## src/rtl/sprite_anim_ctrl.sv

```systemverilog
// -----------------------------------------------------------------------------
// sprite_anim_ctrl
//
// Purpose:
//   Drives the sprite frame-select mux. From the held button levels it produces
//   the 2-bit direction code and 2-bit walk step that pick one of 16 sprite
//   frames, and it tracks the sprite's on-screen position. All state advances
//   only on frame_tick, so the animation and position never change mid-frame.
//
// Ports:
//   clk         in   1   pixel/system clock
//   reset       in   1   asynchronous, active-high reset
//   frame_tick  in   1   one-cycle pulse per VGA frame
//   btn         in   4   {up,down,left,right} held levels, already synchronised
//   pause       in   1   freeze request (only when SPRITE_ANIM_PAUSE_EN is defined)
//   dir         out  2   0 UP, 1 DOWN, 2 LEFT, 3 RIGHT
//   step        out  2   walk step 0..3
//   moving      out  1   high while walking
//   step_adv    out  1   one-cycle pulse in the cycle after step increments
//   pos_x       out  CW  sprite left edge, 0..X_MAX
//   pos_y       out  CW  sprite top edge, 0..Y_MAX
//
// Build option:
//   SPRITE_ANIM_PAUSE_EN - adds the pause port; a tick seen with pause=1 is
//   ignored entirely. Without it every frame_tick is processed.
// -----------------------------------------------------------------------------
module sprite_anim_ctrl #(
    parameter int TICKS_PER_STEP = 8,
    parameter int SPEED          = 2,
    parameter int CW             = 10,
    parameter int X_MAX          = 608,
    parameter int Y_MAX          = 448,
    parameter int X_INIT         = 304,
    parameter int Y_INIT         = 224
) (
    input  logic          clk,
    input  logic          reset,
    input  logic          frame_tick,
    input  logic [3:0]    btn,
`ifdef SPRITE_ANIM_PAUSE_EN
    input  logic          pause,
`endif
    output logic [1:0]    dir,
    output logic [1:0]    step,
    output logic          moving,
    output logic          step_adv,
    output logic [CW-1:0] pos_x,
    output logic [CW-1:0] pos_y
);

    localparam int CNT_W = (TICKS_PER_STEP > 1) ? $clog2(TICKS_PER_STEP) : 1;
    localparam logic [CNT_W-1:0] CNT_LAST  = CNT_W'(TICKS_PER_STEP - 1);
    // The tick that starts (or restarts) a walk is itself the first tick of
    // the step period, so the counter starts at 1. With a one-tick period
    // there is nothing to pre-count.
    localparam logic [CNT_W-1:0] CNT_ENTRY = CNT_W'((TICKS_PER_STEP > 1) ? 1 : 0);

    typedef enum logic [1:0] {
        IDLE   = 2'd0,
        WALK   = 2'd1,
        SETTLE = 2'd2
    } state_t;

    state_t           state_q, state_d;
    logic [1:0]       dir_q, dir_d;
    logic [1:0]       step_q, step_d;
    logic             moving_q, moving_d;
    logic             step_adv_q, step_adv_d;
    logic [CNT_W-1:0] tick_cnt_q, tick_cnt_d;
    logic [CW-1:0]    pos_x_q, pos_x_d;
    logic [CW-1:0]    pos_y_q, pos_y_d;

    logic             tick_en;
    logic             req_valid;
    logic [1:0]       req_dir;
    logic             anim_wrap;
    logic [CNT_W-1:0] anim_cnt;
    logic [1:0]       anim_step;
    logic [CW-1:0]    moved_x, moved_y;
    logic [CW:0]      x_inc, x_dec, y_inc, y_dec;
    logic             do_enter, do_anim, do_move;

`ifdef SPRITE_ANIM_PAUSE_EN
    assign tick_en = frame_tick & ~pause;
`else
    assign tick_en = frame_tick;
`endif

    // Requested direction, priority UP > DOWN > LEFT > RIGHT.
    assign req_valid = |btn;
    always_comb begin
        req_dir = 2'd3;
        if (btn[3])      req_dir = 2'd0;
        else if (btn[2]) req_dir = 2'd1;
        else if (btn[1]) req_dir = 2'd2;
        else             req_dir = 2'd3;
    end

    // Step-period counter: one advance every TICKS_PER_STEP animated ticks.
    assign anim_wrap = (tick_cnt_q == CNT_LAST);
    assign anim_cnt  = anim_wrap ? '0 : tick_cnt_q + CNT_W'(1);
    assign anim_step = anim_wrap ? step_q + 2'd1 : step_q;

    // One SPEED step in the requested direction, computed one bit wider so
    // underflow and overflow are visible before clamping.
    assign x_inc = {1'b0, pos_x_q} + (CW+1)'(SPEED);
    assign x_dec = {1'b0, pos_x_q} - (CW+1)'(SPEED);
    assign y_inc = {1'b0, pos_y_q} + (CW+1)'(SPEED);
    assign y_dec = {1'b0, pos_y_q} - (CW+1)'(SPEED);

    always_comb begin
        moved_x = pos_x_q;
        moved_y = pos_y_q;
        case (req_dir)
            2'd0: moved_y = ({1'b0, pos_y_q} < (CW+1)'(SPEED)) ? '0 : y_dec[CW-1:0];
            2'd1: moved_y = (y_inc > (CW+1)'(Y_MAX)) ? CW'(Y_MAX) : y_inc[CW-1:0];
            2'd2: moved_x = ({1'b0, pos_x_q} < (CW+1)'(SPEED)) ? '0 : x_dec[CW-1:0];
            default: moved_x = (x_inc > (CW+1)'(X_MAX)) ? CW'(X_MAX) : x_inc[CW-1:0];
        endcase
    end

    // Next-state logic. do_enter starts a fresh walk in the requested
    // direction; do_anim advances the step counter; do_move applies movement.
    always_comb begin
        state_d  = state_q;
        do_enter = 1'b0;
        do_anim  = 1'b0;
        do_move  = 1'b0;
        if (tick_en) begin
            case (state_q)
                IDLE: begin
                    if (req_valid) do_enter = 1'b1;
                end
                WALK: begin
                    if (!req_valid) begin
                        // Release mid-stride: this tick already counts toward
                        // finishing the stride back to the stance frame.
                        if (step_q != 2'd0) begin
                            do_anim = 1'b1;
                            state_d = SETTLE;
                        end else begin
                            state_d = IDLE;
                        end
                    end else if (req_dir != dir_q) begin
                        do_enter = 1'b1;
                    end else begin
                        do_anim = 1'b1;
                        do_move = 1'b1;
                    end
                end
                SETTLE: begin
                    if (req_valid) do_enter = 1'b1;
                    else           do_anim  = 1'b1;
                end
                default: state_d = IDLE;
            endcase
        end

        if (do_enter) state_d = WALK;
        // Stride finished (step wrapped back to 0) with no button held.
        if (do_anim && !req_valid && anim_wrap && step_q == 2'd3) state_d = IDLE;

        dir_d      = do_enter ? req_dir : dir_q;
        step_d     = do_enter ? 2'd0 : (do_anim ? anim_step : step_q);
        tick_cnt_d = do_enter ? CNT_ENTRY : (do_anim ? anim_cnt : tick_cnt_q);
        step_adv_d = do_anim & anim_wrap;
        pos_x_d    = (do_enter || do_move) ? moved_x : pos_x_q;
        pos_y_d    = (do_enter || do_move) ? moved_y : pos_y_q;
        moving_d   = (state_d == WALK);
    end

    always_ff @(posedge clk or posedge reset) begin
        if (reset) begin
            state_q    <= IDLE;
            dir_q      <= 2'd1;
            step_q     <= 2'd0;
            moving_q   <= 1'b0;
            step_adv_q <= 1'b0;
            tick_cnt_q <= '0;
            pos_x_q    <= CW'(X_INIT);
            pos_y_q    <= CW'(Y_INIT);
        end else begin
            state_q    <= state_d;
            dir_q      <= dir_d;
            step_q     <= step_d;
            moving_q   <= moving_d;
            step_adv_q <= step_adv_d;
            tick_cnt_q <= tick_cnt_d;
            pos_x_q    <= pos_x_d;
            pos_y_q    <= pos_y_d;
        end
    end

    assign dir      = dir_q;
    assign step     = step_q;
    assign moving   = moving_q;
    assign step_adv = step_adv_q;
    assign pos_x    = pos_x_q;
    assign pos_y    = pos_y_q;

endmodule
```

## config.mk

```make
export PLATFORM = sky130hd
export DESIGN_NAME = sprite_anim_ctrl
export DESIGN_NICKNAME = d
export VERILOG_FILES = /design/src/rtl/sprite_anim_ctrl.sv
export SDC_FILE = /design/constraint.sdc
export NUM_CORES = 1
export LEC_CHECK = 0
export CORE_MARGIN = 2
export CORE_UTILIZATION = 61
export DETAILED_ROUTE_END_ITERATION = 7
export HOLD_SLACK_MARGIN = 0.02
export PLACE_DENSITY_LB_ADDON = 0.2
export SLEW_MARGIN = 5
export SYNTH_ARGS = -nofsm -noshare
export SYNTH_HDL_FRONTEND = slang
export SYNTH_SLANG_ARGS = --single-unit
```

## constraint.sdc

```tcl
create_clock -name clk -period 3.7 [get_ports clk]
set_input_delay 0.74 -clock clk [delete_from_list [all_inputs] [get_ports clk]]
set_output_delay 0.74 -clock clk [all_outputs]
set_load 0.01 [all_outputs]
```

==> flow_metrics.tcl <==
set metrics [dict create \
    status "completed" \
    worstMarginPinSlew_ns 1.08 \
    cp-end-kind "flip-flop" \
    clkTransAtPathRegs_ns 0.06 \
    crit_fanout 14 \
    rsz0062_at_grt "false" \
    yosysSeqAreaShare_pct 28.1 \
    fp-row-count 23 \
    syn_area_mm2 0.00262 \
    critical_path.startpoint_type "input port" \
    drive_above_1_share_pct 9.50 \
    cpPeakStageDelay_ns 0.83 \
    pin_count 33 \
    dieArea_mm2 0.00483 \
    ys_async_sr_fraction_pct 100 \
    synth_ff_type "dfrtp_1" \
    synthTopCellsByCount "nor2_1, nand2_1, dfrtp_1" \
    grt.total_usage_pct 26.6 \
    fill_cells 319 \
    antennaDiodeCount 0 \
    die_w_um 69.5 \
    drv_cap 0 \
    min_path_type "flip-flop to flip-flop" \
    core_mm2 0.00406 \
    fmax_ghz 0.331 \
    cts_buffers 5 \
    finalWirelength_mm 6.40 \
    syn-instance-count 318 \
    worstPathArrival_ns 3.18 \
    fin_crit_sh_pct 81.8 \
    final_cells 387 \
    cts_hold_buffers 0 \
    hold_violations 0 \
    grt_max_degree 29 \
    met1_usage_pct 34.0 \
    route.detailed.drc 0 \
    period_needed_ns 3.03 \
    port_buffers 30 \
    ys_top_cells_by_area "dfrtp_1, dfstp_2, ha_1, nor2_1, o21ai_0" \
    start_util_pct 64.4 \
    required_ns 3.86 \
    h-tree-depth 2 \
    dp_hpwl_mm 4.50 \
    place_inst 379 \
    power_density_mw_per_mm2 694 \
    grt_pass1_wl_mm 10.7 \
    clk_latency_ns 0.28 \
    synth-seq-cells 29 \
    power_w 0.00208 \
    dr.pass1.iters 5 \
    final_nets 355 \
    critPathKind "input port to flip-flop" \
    die_y_um 69.5 \
    wl_per_cell_um 16.5 \
    cts-root-buf "clkbuf_8" \
    synth.most_common_cell "nor2_1" \
    grt_overflow_total 0 \
    avgSynthCellArea_um2 8.22 \
    synth.distinct_cells 74 \
    slew_headroom_pct 28.0 \
    place_congestion 0.885 \
    post_cts_buffers 0 \
    via_per_inst 6.63 \
    tns_ns 0 \
    antenna_found_initial 0 \
    setup_viol 0 \
    grt_pass1_vias 2338 \
    synth_top_cell_by_area "dfrtp_1" \
    crit_chain "clkdlybuf4s50_1 -> xnor2_1 -> o2111ai_2 -> a21oi_1 -> nor3b_1 -> o21bai_1 -> nand4_1" \
    antenna_left 0 \
    cts_resized 0 \
    synth_edf_count 0 \
    cts_sinks 29 \
    top_usage_layer "met2" \
    gr-usage-met3_pct 4.36 \
    skew_ns 0.00644 \
    grtUsageMet2_pct 45.9 \
    netlist.area_leader.share_pct 21.1 \
    cp_slowest_cell "a21oi_1" \
    vias 2566 \
    clockBufferDepth 2 \
    synth_warnings 0 \
    areaGrowthSynthToFinish_pct 14.5 \
    drt_iter0_drc 234 \
    p_leak_nw 1.21 \
    cts_tree "done" \
    maxSlewViolCount 0 \
    vdd_drop_max_mv 0.516 \
]
stage by stage:
step                      worst slack [ns]  hold slack, ns  instance area [µm²]  utilization, %
after floorplan                       1.32           0.490                 2620               -
after global placement               0.558           0.504                 2880            71.0
after detailed placement             0.443           0.533                 2880            71.0
after CTS                            0.737           0.547                 3000            73.8
after global routing                 0.518           0.569                 3000            73.8
final                                0.675           0.537                 3000            73.8
cells by family after synthesis:
logic type,share of synthesized area [%]
compound gates,26.3
fa+ha+maj,5.74
flops,28.1
mux,3.97
buf+inv,6.22
xor+xnor,3.35
other cells,0.143
simple gates,26.2
critical path, delay by kind of cell:
kind                   cells  cell delay [ns]
AO/OA/AOI/OAI              3             1.22
AND/OR/NAND/NOR            2             0.25
buffers and inverters      1             0.62
XOR/XNOR                   1             0.34
placed cells by master (no fill, tap or decap), types with 7 or more instances in the layout:
cell type         n
nor2_1           37
clkdlybuf4s50_1  30
nand2_1          23
dfrtp_1          22
o21ai_0          21
inv_1            14
a21oi_1          12
nor3_1           12
ha_1             12
nand3_1          11
mux2i_1           7
dfstp_2           7
flip-flops by register name (all words and copies together) (netlist names):
| register | flops |
|---|---|
| dir | 2 |
| moving | 1 |
| pos_x | 9 |
| pos_y | 9 |
| state_q | 2 |
| step | 2 |
| step_adv | 1 |
| tick_cnt_q | 3 |
routing by layer:
layer / vias up / share of wire (%) / routed length, µm
li1: 1211 / - / -
met1: 1245 / 44 / 2810
met2: 100 / 50 / 3210
met3: 10 / 4.7 / 304
met4: 0 / 1.3 / 82
met5: - / 0 / 0
power by group:
part	internal, W	switching, W
registers	0.000437	0.000233
logic	0.000509	0.000555
clock network	0.000219	0.000127
final timing paths:
check / from / endpoint / slack [ns] / cells past startpoint
min: tick_cnt_q[2] / tick_cnt_q[2] / 0.54 / 2
max reg2reg: pos_x[1] / pos_x[3] / 1.02 / 8
min reg2reg: tick_cnt_q[2] / tick_cnt_q[2] / 0.54 / 2
min in group asynchronous: reset / pos_x[7] / 1.02 / 2
max in group asynchronous: reset / pos_y[5] / 1.95 / 3
max: btn[1] / pos_y[3] / 0.67 / 7
area by class of cell:
cell class                      instances  area, µm²  area share (%)
Tap cell                               50       62.6            2.09
Clock inverter                          1       30.0            1.00
Timing Repair Buffer                   31        308            10.3
Inverter                               14       52.6            1.75
Clock buffer                            7       86.3            2.88
Multi-Input combinational cell        255       1720            57.5
Sequential cell                        29        734            24.5
Note: power is estimated with default switching activity, not from simulation.
